===== config.mk =====
export PLATFORM = sky130hd
export DESIGN_NAME = psram_spi_ctrl
export DESIGN_NICKNAME = d
export VERILOG_FILES = /design/src/rtl/psram_spi_ctrl.sv
export SDC_FILE = /design/constraint.sdc
export NUM_CORES = 1
export LEC_CHECK = 0
export CORE_MARGIN = 2
export CORE_UTILIZATION = 45
export CTS_CLUSTER_DIAMETER = 50
export CTS_CLUSTER_SIZE = 24
export DETAILED_ROUTE_END_ITERATION = 6
export PLACE_DENSITY = 0.69
export SLEW_MARGIN = 20
export SYNTH_ARGS = -nofsm -noshare
export SYNTH_HDL_FRONTEND = slang
export SYNTH_SLANG_ARGS = --single-unit

===== constraint.sdc =====
create_clock -name SYS_CLK -period 3.3 [get_ports SYS_CLK]
set_input_delay 0.495 -clock SYS_CLK [delete_from_list [all_inputs] [get_ports SYS_CLK]]
set_output_delay 0.495 -clock SYS_CLK [all_outputs]
set_load 0.03 [all_outputs]

===== src/rtl/psram_spi_ctrl.sv =====
// Plain-SPI controller for the 64 Mbit on-board PSRAM: runs the power-up reset
// sequence (0x66, 0x99), then turns single-word requests into 64-bit frames.
module psram_spi_ctrl #(
  parameter int CLK_DIV     = 1,
  parameter int INIT_CYCLES = 4050,
  parameter int CE_GAP      = 2
) (
  input  logic        SYS_CLK,
  input  logic        SYS_RSTn,
  input  logic        req_valid,
  output logic        req_ready,
  input  logic        req_we,
  input  logic [22:0] req_addr,
  input  logic [31:0] req_wdata,
  output logic        rsp_valid,
  output logic [31:0] rsp_rdata,
  output logic        init_done,
  output logic        psram_cen,
  output logic        psram_sclk,
  output logic [3:0]  psram_sio_o,
  output logic [3:0]  psram_sio_oe,
  input  logic [3:0]  psram_sio_i
);

  localparam int INIT_W = (INIT_CYCLES > 1) ? $clog2(INIT_CYCLES) : 1;
  localparam int DIV_W  = (CLK_DIV > 1) ? $clog2(CLK_DIV) : 1;
  localparam int GAP_W  = (CE_GAP > 1) ? $clog2(CE_GAP) : 1;

  localparam logic [INIT_W-1:0] INIT_LAST = INIT_W'(INIT_CYCLES - 1);
  localparam logic [DIV_W-1:0]  DIV_LAST  = DIV_W'(CLK_DIV - 1);
  localparam logic [GAP_W-1:0]  GAP_LAST  = GAP_W'(CE_GAP - 1);
  localparam logic [6:0]        CMD_LAST  = 7'd7;
  localparam logic [6:0]        DATA_LAST = 7'd63;

  typedef enum logic [2:0] {
    INIT_WAIT,
    RSTEN,
    GAP,
    RST,
    IDLE,
    XFER
  } state_t;

  state_t            state;
  logic [INIT_W-1:0] init_cnt;
  logic [GAP_W-1:0]  gap_cnt;
  logic [DIV_W-1:0]  div_cnt;
  logic [6:0]        bit_cnt;
  logic [6:0]        bit_last;
  logic [63:0]       tx_shift;
  logic [31:0]       rx_shift;
  logic              mosi;
  logic              xfer_we;
  logic              gap_to_rst;

  logic              start_frame;
  logic [63:0]       start_bits;
  logic [6:0]        start_last;
  logic [31:0]       rx_le;
  logic              sio_unused;

  // SIO2/SIO3 are WP#/HOLD# and stay driven high; SIO1 is only ever an input.
  assign psram_sio_oe = 4'b1101;
  assign psram_sio_o  = {2'b11, 1'b0, mosi};
  assign sio_unused   = ^{psram_sio_i[3:2], psram_sio_i[0]};

  // Bytes arrive MSB-first in address order; the first byte belongs in [7:0].
  assign rx_le = {rx_shift[7:0], rx_shift[15:8], rx_shift[23:16], rx_shift[31:24]};

  always_comb begin
    start_frame = 1'b0;
    start_bits  = '0;
    start_last  = CMD_LAST;
    case (state)
      INIT_WAIT: begin
        start_frame = (init_cnt == INIT_LAST);
        start_bits  = {8'h66, 56'h0};
      end
      GAP: begin
        start_frame = (gap_cnt == GAP_LAST) && gap_to_rst;
        start_bits  = {8'h99, 56'h0};
      end
      IDLE: begin
        start_frame = req_valid && req_ready;
        start_last  = DATA_LAST;
        start_bits  = req_we ?
                      {8'h02, 1'b0, req_addr, req_wdata[7:0], req_wdata[15:8],
                       req_wdata[23:16], req_wdata[31:24]} :
                      {8'h03, 1'b0, req_addr, 32'h0};
      end
      default: ;
    endcase
  end

  always_ff @(posedge SYS_CLK) begin
    if (!SYS_RSTn) begin
      state      <= INIT_WAIT;
      init_cnt   <= '0;
      gap_cnt    <= '0;
      div_cnt    <= '0;
      bit_cnt    <= '0;
      bit_last   <= CMD_LAST;
      tx_shift   <= '0;
      rx_shift   <= '0;
      mosi       <= 1'b0;
      xfer_we    <= 1'b0;
      gap_to_rst <= 1'b0;
      psram_cen  <= 1'b1;
      psram_sclk <= 1'b0;
      req_ready  <= 1'b0;
      rsp_valid  <= 1'b0;
      rsp_rdata  <= '0;
      init_done  <= 1'b0;
    end else begin
      rsp_valid <= 1'b0;
      case (state)
        INIT_WAIT: begin
          if (start_frame) state <= RSTEN;
          else             init_cnt <= init_cnt + 1'b1;
        end
        GAP: begin
          if (gap_cnt != GAP_LAST) begin
            gap_cnt <= gap_cnt + 1'b1;
          end else if (gap_to_rst) begin
            state <= RST;
          end else begin
            state     <= IDLE;
            req_ready <= 1'b1;
            init_done <= 1'b1;
          end
        end
        IDLE: begin
          if (start_frame) begin
            state     <= XFER;
            req_ready <= 1'b0;
            xfer_we   <= req_we;
          end
        end
        RSTEN, RST, XFER: begin
          // Each bit is CLK_DIV cycles low then CLK_DIV cycles high; MISO is
          // captured on the edge that raises SCLK, MOSI moves when it falls.
          if (div_cnt != DIV_LAST) begin
            div_cnt <= div_cnt + 1'b1;
          end else begin
            div_cnt <= '0;
            if (!psram_sclk) begin
              psram_sclk <= 1'b1;
              rx_shift   <= {rx_shift[30:0], psram_sio_i[1]};
            end else if (bit_cnt == bit_last) begin
              psram_cen  <= 1'b1;
              psram_sclk <= 1'b0;
              mosi       <= 1'b0;
              gap_cnt    <= '0;
              gap_to_rst <= (state == RSTEN);
              state      <= GAP;
              if (state == XFER) begin
                rsp_valid <= 1'b1;
                if (!xfer_we) rsp_rdata <= rx_le;
              end
            end else begin
              psram_sclk <= 1'b0;
              bit_cnt    <= bit_cnt + 1'b1;
              mosi       <= tx_shift[63];
              tx_shift   <= {tx_shift[62:0], 1'b0};
            end
          end
        end
        default: state <= INIT_WAIT;
      endcase

      if (start_frame) begin
        psram_cen  <= 1'b0;
        psram_sclk <= 1'b0;
        mosi       <= start_bits[63];
        tx_shift   <= {start_bits[62:0], 1'b0};
        bit_cnt    <= '0;
        div_cnt    <= '0;
        bit_last   <= start_last;
      end
    end
  end

endmodule


==> impl_results.md <==
- Status: finished, final reports clean
- Top delay family on crit path: simple AND/OR/NAND/NOR gates
- Synth top area share: 50.0%
- Die extent in x: 123 um
- WP depth: 6
- Max Clk Rate: 0.415 GHz
- CTS Sinks: 159
- Setup ws final: 0.893 ns
- CP Capture Type: register
- Max-slew headroom: 49.0%
- Worst path cell trace: a21boi_0 -> nand2_1 -> nor2_4 -> buf_4 -> o31ai_1 -> a21oi_1
- Largest net degree at the start of global routing: 66
- Synth unique cells: 47
- Global-route usage over all layers: between 10% and 20%
- Routed Antenna Nets: 0
- Worst r2r src: state[0]
- Final Slew Violations: 0
- Antenna violations before repair: 0
- Ant diodes: 0
- CTS tree: built
- Mapped Area: ~6400 um2
- Fill count: ~1.3k
- DP Cell Count: between 1k and 1.5k
- Clock transition at path regs: 0.07 ns
- Post-synthesis sequential area ratio: about 50%
- Setup TNS: 0 ns
- Tmin final: 2.41 ns
- Synthesis-to-layout area growth: 25.5%
- First-pass detailed-route iteration total: 4
- Final period util: 72.9%
- Die area: 15,100 um2
- Worst Path Buf+Inv: 1
- WL per Instance: 13.8 um
- DRT iter0 DRCs: 377
- Via Count: 5,473
- Dominant synthesized flop cell: dfxtp_1
- Wirelength, routed: 14,400 um
- GP Congestion: 0.837
- Post-synth ARST share: 0%
- RSZ-0062 raised after global routing: false
- Clk_lat worst skew: between 0.4 and 0.5 ns
- Final hold violations: 0
- CTS Root Cell: clkbuf_16
- Peak supply drop: 0.436 mV
- Average size of a mapped cell: 8.17 um2
- FF+latch count, synth: between 150 and 200
- Final setup fails: 0
- Count leader, synth: nand2_1
- Area of the multi-input gates: 2890 um2
- RR Endpoint: tx_shift[41]
- Slowest cell delay on critical path: 0.63 ns
- Num CTS Buffers: 17
- # hold bufs at CTS: 0
- Critical path class: register to register
- H-Tree Level Count: 4
- Post-CTS Setup Bufs: 0
- Crit-path slowest cell: nor2_4
- Total grt overflow: 0
- Cell Pwr Density: 507 nW/um2
- Non-Filler Instances: around 1.0k
- Worst Setup SP: state[0]
- Detailed Place HPWL: around 9000 um
- Crit path capture: tx_shift[41]
- Global-route wire length before repair: about 24,000 um
- Critical Path Fanout Max: 30
- Top cells by count, synth: 199 x nand2_1, 159 x dfxtp_1, 117 x a21oi_1
- Number of cells produced by synthesis: 780
- Cells taking the most area after synthesis: dfxtp_1 50%, nand2_1 12%, a21oi_1 9.2%
- CTS max path bufs: 2
- I/O pins: 108
- Layout cells sized above 1: under 10%
- Sequential cell area: 3180 um2
- Total power: 4.06 mW
- Via density: 5.27
- Starting Density: 45.9%
- Core area: 13,900 um2
- Leakage power: slightly below 3 nW
- Startpoint types: register
- Synth warnings: 0
- Max-cap violations: 0
- # port buffers: 97
- Chip height: 123 um
- R2r worst-path depth: 6
- Slew @ Worst Pin: 0.766 ns
- Pre-CTS WS: between 0.6 and 0.7 ns
- Post-cts sizing count: 0
- Nets@finish: 912
- Cell taking the most area after synthesis: dfxtp_1
- Required time of the critical path: approximately 3.7 ns
- Worst R2R Setup Slack: 0.89 ns
- Fin Clk Skew: 0.00910 ns
- Drt drc: 0
- Hold Crit Class: register to register
- Row count: 43
- Number of synthesized flops with an enable pin: 0
- Vias in the first global route: ~5.2k
- Arr. time, crit path: roughly 2.8 ns
state kept, by name, summed over array words and instances (netlist names), 3 cells and up:
register   flops
bit_cnt        7
init_cnt      12
rsp_rdata     32
rx_shift      32
state          3
tx_shift      63
per-stage QoR:
| stage | hold slack [ns] | cell area (um2) | util, % |
|---|---|---|---|
| after floorplan | 0.432 | 6390 | - |
| after global placement | 0.444 | 7390 | 53.2 |
| after detailed placement | 0.446 | 7390 | 53.3 |
| after CTS | 0.453 | 8000 | 57.6 |
| after global routing | 0.480 | 8000 | 57.6 |
| final | 0.447 | 8000 | 57.6 |
cells by family after synthesis:
family / share of synthesized area (%)
AND/OR/NAND/NOR: 18.8
AO/OA/AOI/OAI: 19.9
flip-flops: 50.0
buffers and inverters: 5.34
multiplexers: 3.77
XOR/XNOR: 1.51
adder cells (fa/ha/maj): 0.589
other: 0.118
worst min path at each step:
| stage | endpoint | cells after the start | slack [ns] | start |
|---|---|---|---|---|
| after global routing | rsp_rdata[21] | 2 | 0.48 | rsp_rdata[21] |
| after global placement | tx_shift[56] | 2 | 0.44 | tx_shift[56] |
| after floorplan | tx_shift[56] | 2 | 0.43 | tx_shift[55] |
| after CTS | tx_shift[56] | 2 | 0.45 | tx_shift[55] |
| after detailed placement | tx_shift[56] | 2 | 0.45 | tx_shift[56] |
| final | tx_shift[56] | 2 | 0.45 | tx_shift[55] |
final cells by class:
class                      instances  area share (%)
multi-input combinational        553            36.1
clock buffer                      20            5.59
clock inverter                    12            1.99
inverter                           6           0.282
timing repair buffer             109            13.4
tap                              180            2.82
sequential                       159            39.8
where the power goes:
| part | total (mW) | switching, mW | internal [mW] | leakage, nW |
|---|---|---|---|---|
| Sequential | 1.93 | 0.00432 | 1.92 | 1.28 |
| Combinational | 0.128 | 0.0564 | 0.0711 | 1.41 |
| Clock | 2.00 | 0.786 | 1.22 | 0.285 |
| Total | 4.06 | 0.847 | 3.21 | 2.97 |
cell usage in the layout (no fill, tap or decap), types with 4 or more instances in the layout:
| cell type | netlist | routed |
|---|---|---|
| nand2_1 | 199 | 199 |
| dfxtp_1 | 159 | 159 |
| a21oi_1 | 117 | 117 |
| clkdlybuf4s50_1 | 0 | 97 |
| o21ai_0 | 66 | 66 |
| o31ai_1 | 34 | 34 |
| nor2_1 | 28 | 26 |
| mux2i_1 | 24 | 24 |
| clkbuf_16 | 0 | 17 |
| buf_4 | 10 | 11 |
| nand3_1 | 9 | 9 |
| xnor2_1 | 7 | 7 |
| conb_1 | 2 | 7 |
| or3_1 | 6 | 6 |
| inv_1 | 5 | 5 |
| nand4_1 | 5 | 5 |
| nor3_1 | 6 | 5 |
| xor2_1 | 4 | 4 |
| clkinvlp_4 | 0 | 4 |
layer usage:
layer	track usage (%)	wire, um
met1	24.5	6600
met2	33.6	7130
met3	5.03	498
met4	6.96	133
met5	0	0
worst reg2reg max path: cells and delay by family, from the launching register on:
kind                   cells  cell delay (ns)
and+or+nand+nor            2             0.88
AOI/OAI and AO/OA          3             0.56
DFF                        1             0.54
buffers and inverters      1             0.34
Power figures use the tool's default switching activity.
